$ cat src/rtl/io_bus_request_port.sv
// io_bus_request_port: fast-clock-side master of the I/O bus slave port.
// Turns CPU I/O accesses into the IOREQ/IOWE/IOLDS/IOUDS level handshake for
// the PDS bus master. IOACT/IOBERR arrive from another clock domain and are
// synchronized here. ACK or BERR goes back to the CPU.
// Optional feature: define POSTED_WRITE_EN to acknowledge writes at accept
// time and report their errors later on WBERR.
module io_bus_request_port #(
    parameter int SYNC_STAGES = 2,
    parameter int TIMEOUT     = 255
) (
    input  logic CLK,
    input  logic RES,
    input  logic CPUREQ,
    input  logic CPUWE,
    input  logic CPULDS,
    input  logic CPUUDS,
    output logic CPUACK,
    output logic CPUBERR,
    output logic ALE1,
    output logic IOREQ,
    output logic IOWE,
    output logic IOLDS,
    output logic IOUDS,
    input  logic IOACT,
    input  logic IOBERR,
    output logic BUSY,
    output logic WBERR
);

`ifdef POSTED_WRITE_EN
    localparam logic POSTED_EN = 1'b1;
`else
    localparam logic POSTED_EN = 1'b0;
`endif

    localparam logic [7:0] TIMEOUT_LAST = 8'(TIMEOUT - 1);

    typedef enum logic [1:0] {IDLE, REQ, ACT, DONE} state_t;

    state_t state_q, state_d;

    logic [SYNC_STAGES-1:0] act_sync, berr_sync;
    logic       io_act_s, io_berr_s;
    logic       arm_q, arm_d;
    logic [7:0] cnt_q, cnt_d;
    logic       tout_q, tout_d;
    logic       act_low_q, act_low_d;
    logic       berrf_q, berrf_d;
    logic       posted_q, posted_d;
    logic       req_d, we_d, lds_d, uds_d, ale_d, ack_d, berr_d, wberr_d;

    assign io_act_s  = act_sync[SYNC_STAGES-1];
    assign io_berr_s = berr_sync[SYNC_STAGES-1];
    assign BUSY      = (state_q != IDLE);

    // Bring IOACT/IOBERR into the CLK domain through shift-register synchronizers.
    // NOTE: the synchronizer flops are reset so IOACTs reads 0 until IOACT really rises.
    always_ff @(posedge CLK or posedge RES) begin
        if (RES) begin
            act_sync  <= '0;
            berr_sync <= '0;
        end else begin
            act_sync  <= {act_sync[SYNC_STAGES-2:0], IOACT};
            berr_sync <= {berr_sync[SYNC_STAGES-2:0], IOBERR};
        end
    end

    // State register.
    // NOTE: sequential state uses non-blocking assignments so every flop samples pre-edge values.
    always_ff @(posedge CLK or posedge RES) begin
        if (RES) state_q <= IDLE;
        else     state_q <= state_d;
    end

    // Next-state, bookkeeping and registered-output values.
    // NOTE: every target gets a default first so no path leaves a latch behind.
    always_comb begin
        state_d   = state_q;
        arm_d     = arm_q;
        cnt_d     = cnt_q;
        tout_d    = tout_q;
        act_low_d = act_low_q;
        berrf_d   = berrf_q;
        posted_d  = posted_q;
        req_d     = IOREQ;
        we_d      = IOWE;
        lds_d     = IOLDS;
        uds_d     = IOUDS;
        ale_d     = 1'b0;
        ack_d     = 1'b0;
        berr_d    = 1'b0;
        wberr_d   = 1'b0;

        if (!CPUREQ) arm_d = 1'b1;

        case (state_q)
            IDLE: begin
                if (CPUREQ && arm_q) begin
                    state_d  = REQ;
                    req_d    = 1'b1;
                    ale_d    = 1'b1;
                    we_d     = CPUWE;
                    lds_d    = CPULDS;
                    uds_d    = CPUUDS;
                    cnt_d    = '0;
                    tout_d   = 1'b0;
                    posted_d = POSTED_EN & CPUWE;
                    // A posted write is released to the CPU right away.
                    if (POSTED_EN && CPUWE) ack_d = 1'b1;
                end
            end
            REQ: begin
                cnt_d     = cnt_q + 8'd1;
                act_low_d = 1'b0;
                if (io_act_s) begin
                    req_d   = 1'b0;
                    state_d = ACT;
                end else if (cnt_q == TIMEOUT_LAST) begin
                    req_d   = 1'b0;
                    tout_d  = 1'b1;
                    state_d = ACT;
                end
            end
            ACT: begin
                // Two consecutive low samples; a late IOACT after timeout restarts the filter.
                if (io_act_s) begin
                    act_low_d = 1'b0;
                end else if (act_low_q) begin
                    state_d = DONE;
                    berrf_d = io_berr_s | tout_q;
                end else begin
                    act_low_d = 1'b1;
                end
            end
            DONE: begin
                if (posted_q) begin
                    wberr_d = berrf_q;
                end else begin
                    ack_d  = 1'b1;
                    berr_d = berrf_q;
                end
                tout_d   = 1'b0;
                posted_d = 1'b0;
                we_d     = 1'b0;
                lds_d    = 1'b0;
                uds_d    = 1'b0;
                state_d  = IDLE;
            end
            default: state_d = IDLE;
        endcase

        // Every acknowledge disarms until the CPU is seen to drop its request.
        if (ack_d) arm_d = 1'b0;
    end

    // Registered outputs and access bookkeeping.
    always_ff @(posedge CLK or posedge RES) begin
        if (RES) begin
            arm_q     <= 1'b1;
            cnt_q     <= '0;
            tout_q    <= 1'b0;
            act_low_q <= 1'b0;
            berrf_q   <= 1'b0;
            posted_q  <= 1'b0;
            IOREQ     <= 1'b0;
            IOWE      <= 1'b0;
            IOLDS     <= 1'b0;
            IOUDS     <= 1'b0;
            ALE1      <= 1'b0;
            CPUACK    <= 1'b0;
            CPUBERR   <= 1'b0;
            WBERR     <= 1'b0;
        end else begin
            arm_q     <= arm_d;
            cnt_q     <= cnt_d;
            tout_q    <= tout_d;
            act_low_q <= act_low_d;
            berrf_q   <= berrf_d;
            posted_q  <= posted_d;
            IOREQ     <= req_d;
            IOWE      <= we_d;
            IOLDS     <= lds_d;
            IOUDS     <= uds_d;
            ALE1      <= ale_d;
            CPUACK    <= ack_d;
            CPUBERR   <= berr_d;
            WBERR     <= wberr_d;
        end
    end

endmodule

$ cat config.mk
export PLATFORM = sky130hd
export DESIGN_NAME = io_bus_request_port
export DESIGN_NICKNAME = d
export VERILOG_FILES = /design/src/rtl/io_bus_request_port.sv
export SDC_FILE = /design/constraint.sdc
export NUM_CORES = 1
export LEC_CHECK = 0
export CAP_MARGIN = 0
export CELL_PAD_IN_SITES_DETAIL_PLACEMENT = 0
export CELL_PAD_IN_SITES_GLOBAL_PLACEMENT = 1
export CORE_MARGIN = 4
export CORE_UTILIZATION = 44
export CTS_CLUSTER_DIAMETER = 30
export DETAILED_ROUTE_END_ITERATION = 6
export GPL_TIMING_DRIVEN = 0
export PLACE_DENSITY_LB_ADDON = 0.1
export REMOVE_ABC_BUFFERS = 1
export SLEW_MARGIN = 20
export SYNTH_ARGS = -nofsm -noshare
export SYNTH_HDL_FRONTEND = slang
export SYNTH_SLANG_ARGS = --single-unit
$ cat constraint.sdc
create_clock -name CLK -period 3.42 [get_ports CLK]
set_input_delay 0.513 -clock CLK [delete_from_list [all_inputs] [get_ports CLK]]
set_output_delay 0.513 -clock CLK [all_outputs]
set_load 0.01 [all_outputs]
Word level (Yosys, flattened, before mapping)
Cells that the tools add are included.

operators by class
  $add $sub $neg = 1
  eq/ne operators = 11
  muxes and demuxes = 35
  bitwise logic cells = 2
  reduce and logical (&&, ||, !) cells = 13

operator list
  cell                                                 count
  two-way mux 1 bit                                    20
  case mux 8 bit (2 select lines)                      1
  case mux 1 bit (2 select lines)                      6
  two-way mux 2 bit                                    5
  != test 2 bit, second input constant                 5
  adder 8 x 1 -> 8 bit, second input constant          1
  equality test 8 bit, second input constant           1
  two-way mux 8 bit                                    1
  case mux 2 bit (4 select lines)                      1
  AND reduction 4 bit                                  2
  nonzero test 2 bit                                   4
  AND reduction 3 bit                                  2
  equality test 2 bit, second input constant           2
  AND reduction 2 bit                                  2
  != test 3 bit, second input constant                 1
  case mux 1 bit (3 select lines)                      1
  nonzero test 3 bit                                   1
  equality test 2 x 1 -> 1 bit, second input constant  1
  logical NOT 2 bit                                    1
  != test 2 x 1 -> 1 bit, second input constant        1
  logical AND 1 bit                                    1
  NOT 1 bit                                            1
  OR 1 bit                                             1

storage, ports and cells
  register bits after elaboration = 27
  input bits = 8
  output and inout port bits = 9
  logic and storage cells = 79

Longest topological paths before layout
Gate-level depths: netlist of the first run.

  depth after elaboration = 4
  mapped depth = 6
  gate-level depth less buffers = 6

Least setup slack after synthesis of the first run
OpenSTA, ideal clock, no wires.

  kind = register to register
  start = register state_q[0]
  end = register cnt_q[6]
  setup time = 0.066 ns
  arrival time = 1.545 ns
  data required time = 3.354 ns
  setup slack = 1.809 ns
  cell stages (with the launch flop) = 7
  path buffers = 0
  period minus slack after synthesis = 1.611 ns
  cells stage by stage = dfrtp_1 -> inv_1 -> ha_1 -> a21bo_2 -> nand3_2 -> or4_1 -> nand2_1

on the way
  cells in the longest elaborated chain, start to end = 3
  elaborated cells on any way between the ends = 6
  those cells by class = 2 x eq/ne; 1 x mux; 3 x reduce/logical

ends and longest elaborated chain
  item                                                                         line  source
  start: declaration                                                           40    state_t state_q, state_d;
  start signal: assignment                                                     72    else state_q <= state_d;
  equality test 2 x 1 -> 1 bit / logical NOT 2 bit (equally long branches)     96    case (state_q)
  nonzero test 2 bit (no source line) / != test 2 bit (equally long branches)  -
  AND reduction 2 bit (no source line)                                         -
  end signal: assignment                                                       175   cnt_q <= cnt_d;
  end: declaration                                                             45    logic [7:0] cnt_q, cnt_d;

Parallel ways exist; a longest one is shown, timed or not.
A chain may end at the register's enable or synchronous reset.

Final worst setup path of the first run
  start = register state_q[0]
  end = output port BUSY

on the way
  cells in the longest elaborated chain, start to end = 1

ends and longest elaborated chain
  item                line  source
  nonzero test 2 bit  54    assign BUSY = (state_q != IDLE);
  end: declaration    26    output logic BUSY,

No other way between the ends.

==> results of run 1 <==
[cell type report]
cell class | instances | area, um^2 | share of cell area, %
Tap cell | 30 | 37.5 | 2.71
Multi-Input combinational cell | 78 | 510 | 36.9
Sequential cell | 25 | 627 | 45.3
Inverter | 8 | 30.0 | 2.17
Timing Repair Buffer | 15 | 150 | 10.9
Clock inverter | 1 | 5.00 | 0.362
Clock buffer | 3 | 22.5 | 1.63
[stage by stage]
stage / cells / power [mW] / util, % / hold slack, ps / setup WS [ps]
3_5_place_dp: 156 / 0.911 / 53.7 / 341 / 1410
3_3_place_gp: 156 / 0.901 / 53.7 / 334 / 1410
5_1_grt: 160 / 1.12 / 54.8 / 384 / 1010
6_report: 160 / 1.03 / 54.8 / 367 / 1120
4_1_cts: 160 / 1.04 / 54.8 / 372 / 1090
2_1_floorplan: 111 / 0.743 / - / 331 / 1810
[critical path, cell delays in order, from the launching register on]
cell	delay [ps]
dfrtp_1	420
inv_1	80
ha_1	290
inv_1	130
clkdlybuf4s50_1	550
[flip-flops by register name, summed over array words and instances (netlist names)]
register / cells
cnt_q: 8
act_sync: 2
berr_sync: 2
state_q: 2
ALE1: 1
CPUACK: 1
CPUBERR: 1
IOLDS: 1
IOREQ: 1
IOUDS: 1
IOWE: 1
act_low_q: 1
arm_q: 1
berrf_q: 1
tout_q: 1
[power by group through the flow]
stage	sequential, mW	combinational, mW	clock (mW)
floorplan	0.469	0.274	0
global placement	0.462	0.439	0
detailed placement	0.466	0.445	0
CTS	0.460	0.448	0.135
global route	0.476	0.494	0.147
finish	0.460	0.439	0.127
[per-layer routing]
metal / routed length, um / up-vias / global-route usage (%)
li1: - / 425 / -
met1: 996 / 420 / 17.3
met2: 960 / 21 / 23.5
met3: 145 / 2 / 4.75
met4: 21 / 0 / 2.85
met5: 0 / - / 0
[logic make-up (layout without fill, tap and decap cells)]
family                     after synthesis  count (layout)  synth area share [%]
xor gates and xnor gates                 3               3                  2.24
adders and majority gates                6               6                  6.39
DFF                                     25              25                  53.4
buffers and inverters                    9              27                  3.20
and+or+nand+nor                         39              39                  16.2
AOI/OAI and AO/OA                       27              27                  16.4
other                                    1               1                 0.319
muxes                                    2               2                  1.92
[cells in the final DEF (no fill, tap or decap), drive strengths merged, types with 3 or more instances in the layout]
cell type      synthesis  routed
a211oi                 3       3
a21oi                  6       6
a22oi                  3       3
clkbuf                 0       3
clkdlybuf4s50          0      15
dfrtp                 24      24
ha                     6       6
inv                    8       8
nand2                 15      15
nand3                  4       4
nor2                  10      10
o21ai                  7       7
[worst paths after layout]
check | cells past startpoint | end | slack, ps | startpoint
hold reg to reg | 0 | act_sync[1] | 370 | act_sync[0]
setup / recovery | 4 | BUSY | 1120 | state_q[0]
min in group asynchronous | 2 | CPUACK | 680 | RES
max in group asynchronous | 2 | cnt_q[0] | 2190 | RES
hold / removal | 0 | act_sync[1] | 370 | act_sync[0]
setup reg to reg | 6 | state_q[1] | 1660 | state_q[1]
==> flow_summary_export.csv, run 1 <==
group,metric,value,unit
logic_synthesis,synth.ff_latch_count,25,
logic_synthesis,synth_seq_area_share,53.4,%
cells_and_area,post_route_cells_drive_above_1_share,10.0,%
sta,final_hold_violation_count,0,
power,cellPowerDensity,742,mW/mm^2
floorplanning,initial_core_util,46.6,%
logic_synthesis,synthDominantCellAreaShare,51.1,%
worst_setup_path,criticalPathCategory,"reg2out",
place,placed_area,0.00136,mm^2
sta,max_freq,0.436,GHz
logic_synthesis,post_synthesis_cell_count,112,
logic_synthesis,synthesis.area,0.00117,mm^2
run,max-cap-violations,0,
clocking,cts.reportedPaths.clkPinSlew,130,ps
logic_synthesis,syn_area_per_cell,10.5,um^2
sta,timing.final.setup_violations,0,
logic_synthesis,post-synth-top-count-cell,"dfrtp_1",
cells_and_area,antenna_cells,0,
power,share_clk_of_total_power,12.4,%
cells_and_area,post-route-cell-area,0.00138,mm^2
clocking,tritoncts,"yes",
routing,drc_viols,0,
clocking,cts_sinks,25,
worst_hold_path,hold_path_class,"reg2reg",
global_route,pin_count_of_the_biggest_net_entering_global_routing,26,
logic_synthesis,asyncSetResetFlopFracSynth,100,%
worst_setup_path,crit_path_max_fanout,8,
cells_and_area,fill_cells,232,
global_route,grt_pass1_vias,855,
sta,period_share,67.1,%
power,p_sw,386,uW
routing,wl_per_cell,13.3,um
logic_synthesis,postSynth.topFlopCell,"dfrtp_1",
floorplanning,rows,18,
place,place_congestion,0.785,
global_route,antenna_violations_before_repair,0,
global_route,grt_remaining_overflow,0,
floorplanning,horizontal_die_dimension,59.7,um
power,power_report.internal_total,640,uW
routing,drt.antenna.violating_nets,0,
routing,vias_per_cell,5.43,
power,share_seq_of_total_power,44.9,%
sta,rsz0062_at_grt,"no",
power,switching_share,37.6,%
sta,skew,4.33,ps
routing,detailedRoute.firstPassIterationCount,4,
sta,slew_viol_final,0,
worst_setup_path,cp-start-kind,"register",
global_route,globalRouteTotalUtil,13.9,%
clocking,cts_setup_buffers,0,
sta,period_minus_slack,2300,ps
logic_synthesis,synthTopCellsByCount,"dfrtp_1 (24), nand2_1 (15), nor2_1 (10)",
clocking,cts_buffer_depth,2,
routing,routed_wl,2120,um
clocking,cts-resized-gates,0,
routing,drt_iter0_markers,33,
place,port_buffer_count,15,
routing,num_vias,868,
power,leakagePower,0.623,nW
power,max-vdd-ir-drop,0.471,mV
clocking,postCtsHoldBufs,0,
clocking,htreeDepth,1,
logic_synthesis,yosysUniqueCellTypes,33,
clocking,cts-root-buf,"clkbuf_4",
cells_and_area,fin_nets,145,
clocking,clk_latency,310,ps
power,combinationalPowerShare,42.8,%
floorplanning,die_height,59.7,um
global_route,grt_pass1_wl,3720,um
floorplanning,io_pins,17,
sta,timing.max_slew.rel_slack,39.9,%
run_status,outcome,"complete, no violations",
sta,worst_margin_pin_slew,901,ps
worst_setup_path,arrival_worst_endpoint,1780,ps
worst_setup_path,crit_required,2910,ps
clocking,tritoncts.num_buffers,3,
logic_synthesis,synthesis.yosys.warnings,0,
floorplanning,core,0.00252,mm^2
cells_and_area,flow.area_growth_from_synthesis,17.7,%
worst_setup_path,capturing_element_type_of_the_critical_path,"primary output",
sta,setup-tns-final,0,ps
logic_synthesis,ys_top_cells_by_area,"dfrtp_1 (51%), ha_1 (6.4%), nand2_1 (4.8%)",
logic_synthesis,synth_enable_flop_cells,0,
place,dp_hpwl,1630,um
logic_synthesis,synth_top_area_cell,"dfrtp_1",
floorplanning,dieArea,0.00356,mm^2
(Power assumes the default switching activity.)
==> run 2: changes to the inputs <==
--- a/config.mk
+++ b/config.mk
@@ -9,7 +9,7 @@
 export CELL_PAD_IN_SITES_DETAIL_PLACEMENT = 0
 export CELL_PAD_IN_SITES_GLOBAL_PLACEMENT = 1
 export CORE_MARGIN = 4
-export CORE_UTILIZATION = 44
+export CORE_UTILIZATION = 37
 export CTS_CLUSTER_DIAMETER = 30
 export DETAILED_ROUTE_END_ITERATION = 6
 export GPL_TIMING_DRIVEN = 0
==> constraint.sdc (replaced) <==
create_clock -name CLK -period 1.95 [get_ports CLK]
set_input_delay 0.2925 -clock CLK [delete_from_list [all_inputs] [get_ports CLK]]
set_output_delay 0.2925 -clock CLK [all_outputs]
set_load 0.01 [all_outputs]
==> run 2 against run 1 <==
  * Clock skew rose by 5.0 ps
  * Count of clock-buffer cells in the layout did not move
  * Cell count rose by 10%
  * Via count fell by 2.0%
  * Worst hold slack got worse by 34 ps
  * Critical endpoint is now state_q[1]
==> flow_summary_export.csv, run 2 (synthesis results as in run 1) <==
group,metric,value,unit
cells_and_area,layout.cells.most_common,"dfrtp_1",
sta,max_freq,0.566,GHz
floorplanning,io_pins,17,
power,report.power.total,1.90,mW
clocking,cts.reportedPaths.clkPinSlew,150,ps
cells_and_area,fin_cells,176,
global_route,grt_pass1_vias,888,
floorplanning,core,0.00305,mm^2
worst_setup_path,cpLargestDelayFamily,"flip-flops",
routing,maxUsedRoutingLayer,"met4",
worst_setup_path,criticalPathCategory,"reg2reg",
cells_and_area,fin_nets,147,
clocking,tritoncts.num_buffers,3,
routing,num_vias,851,
sta,timing.final.setup_violations,0,
cells_and_area,flow.area_growth_from_synthesis,21.7,%
routing,routed_wl,2310,um
place,placed_cells,170,
sta,period_share,90.7,%
sta,worst_margin_pin_slew,902,ps
clocking,clk_latency,330,ps
routing,met2RoutedLength,1090,um
routing,drt_iter0_markers,35,
worst_setup_path,crit_required,2190,ps
cells_and_area,max_flop_register,"cnt_q",
cells_and_area,commonest_cells_after_routing_fill_and_taps_aside,"dfrtp_1 (24), nand2_1 (15), clkdlybuf4s50_1 (14), nor2_1 (10)",
clocking,cts_buffer_depth,2,
place,port_buffer_count,15,
sta,setup-tns-final,0,ps
floorplanning,dieArea,0.00414,mm^2
worst_setup_path,cp_cell_sequence,"buf_4, ha_1, inv_1, a211oi_2, a211oi_2, mux2_1",
worst_setup_path,critical_path.most_common_cell,"a211oi_2",
floorplanning,rows,20,
floorplanning,initial_core_util,38.5,%
worst_setup_path,capturing_element_type_of_the_critical_path,"register",
global_route,grt_pass1_wl,4020,um
clocking,htreeDepth,1,
global_route,globalRouteTotalUtil,12.4,%
worst_setup_path,arrival_worst_endpoint,2000,ps
run_status,outcome,"complete, no violations",
worst_setup_path,regToRegSetupSlack,180,ps
worst_setup_path,crit_path_max_fanout,7,
sta,period_minus_slack,1770,ps
routing,vias_per_cell,4.84,
clocking,cts-root-buf,"clkbuf_4",
power,share_seq_of_total_power,41.9,%
worst_hold_path,hold_path_class,"in2async",
power,p_sw,722,uW
worst_setup_path,timing.critical_path.buf_inv,2,
routing,drc_viols,0,
sta,final_layout_worst_hold_slack,332,ps
floorplanning,horizontal_die_dimension,64.4,um
routing,dr_wl_met3,82,um
floorplanning,die_height,64.4,um
power,max-vdd-ir-drop,0.759,mV
run,max-cap-violations,0,
clocking,cts_sinks,25,
cells_and_area,antenna_cells,0,
sta,final_hold_violation_count,0,
place,dp_hpwl,1650,um
cells_and_area,post_route_cells_drive_above_1_share,12.1,%
power,switching_share,38.0,%
place,place_congestion,0.758,
power,share_clk_of_total_power,13.3,%
sta,slew_viol_final,0,
power,combinationalPowerShare,44.8,%
worst_setup_path,max_stage_delay,410,ps
power,power_report.internal_total,1.18,mW
routing,routedLengthMet1,1110,um
sta,skew,9.31,ps
worst_setup_path,cp-start-kind,"register",
clocking,tritoncts,"yes",
routing,drt.antenna.violating_nets,0,
routing,wl_per_cell,13.1,um
sta,rsz0062_at_grt,"no",
global_route,pin_count_of_the_biggest_net_entering_global_routing,26,
power,cellPowerDensity,1330,mW/mm^2
worst_setup_path,critical-path-slowest-cell,"dfrtp_1",
power,leakagePower,0.630,nW
cells_and_area,flip_flop_count_of_the_largest_register_all_copies_and_words_added,8,
global_route,antenna_violations_before_repair,0,
global_route,grt_remaining_overflow,0,
routing,detailedRoute.firstPassIterationCount,4,
cells_and_area,fill_cells,301,
sta,timing.max_slew.rel_slack,39.5,%
==> run 2: cell count changes in the layout (fill, tap and decap cells not counted), sizes merged <==
cell / previous run / this run
buf: 0 / 2
clkdlybuf4s50: 15 / 14
dlygate4sd2: 0 / 1
==> run 2: area by class of cell <==
| cell class | count | area, um^2 | share of cell area, % |
|---|---|---|---|
| Timing Repair Buffer | 17 | 164 | 11.5 |
| Tap cell | 44 | 55.1 | 3.85 |
| Multi-Input combinational cell | 78 | 523 | 36.6 |
| Inverter | 8 | 30.0 | 2.10 |
| Clock buffer | 3 | 22.5 | 1.57 |
| Sequential cell | 25 | 627 | 43.8 |
| Clock inverter | 1 | 8.76 | 0.612 |
==> run 2: power by group through the flow <==
stage,Clock (mW),Sequential [mW],Combinational [mW]
CTS,0.272,0.796,0.864
floorplan,0,0.822,0.480
global placement,0,0.816,0.778
detailed placement,0,0.819,0.785
finish,0.252,0.795,0.850
global route,0.294,0.821,0.956
==> run 2: through the flow <==
stage                     setup slack (ps)  utilization [%]  area [um^2]
after CTS                              176             46.8         1430
after global placement                 163             45.0         1370
after global routing                  53.5             46.8         1430
after detailed placement               149             45.0         1370
final                                  182             46.8         1430
after floorplan                        339                -         1170
==> run 2: timing repair <==
item	in CTS	in global routing
endpoints found under the hold margin	0	0
endpoints found under the setup margin	1	0
hold buffers	0	0
gates resized for setup	3	0
setup buffers	2	0
==> run 2: final timing paths <==
check,startpoint,to,cells past startpoint
max reg2reg,state_q[0],state_q[1],6
min in group CLK,berr_sync[0],berr_sync[1],0
min reg2reg,berr_sync[0],berr_sync[1],0
max in group asynchronous,RES,cnt_q[7],2
min,RES,IOREQ,2
max,state_q[0],state_q[1],6
==> run 2: per-layer routing <==
metal	track usage [%]	up-vias
met4	3.17	0
met1	15.9	404
met5	0	-
met2	19.8	14
met3	4.22	4
li1	-	429
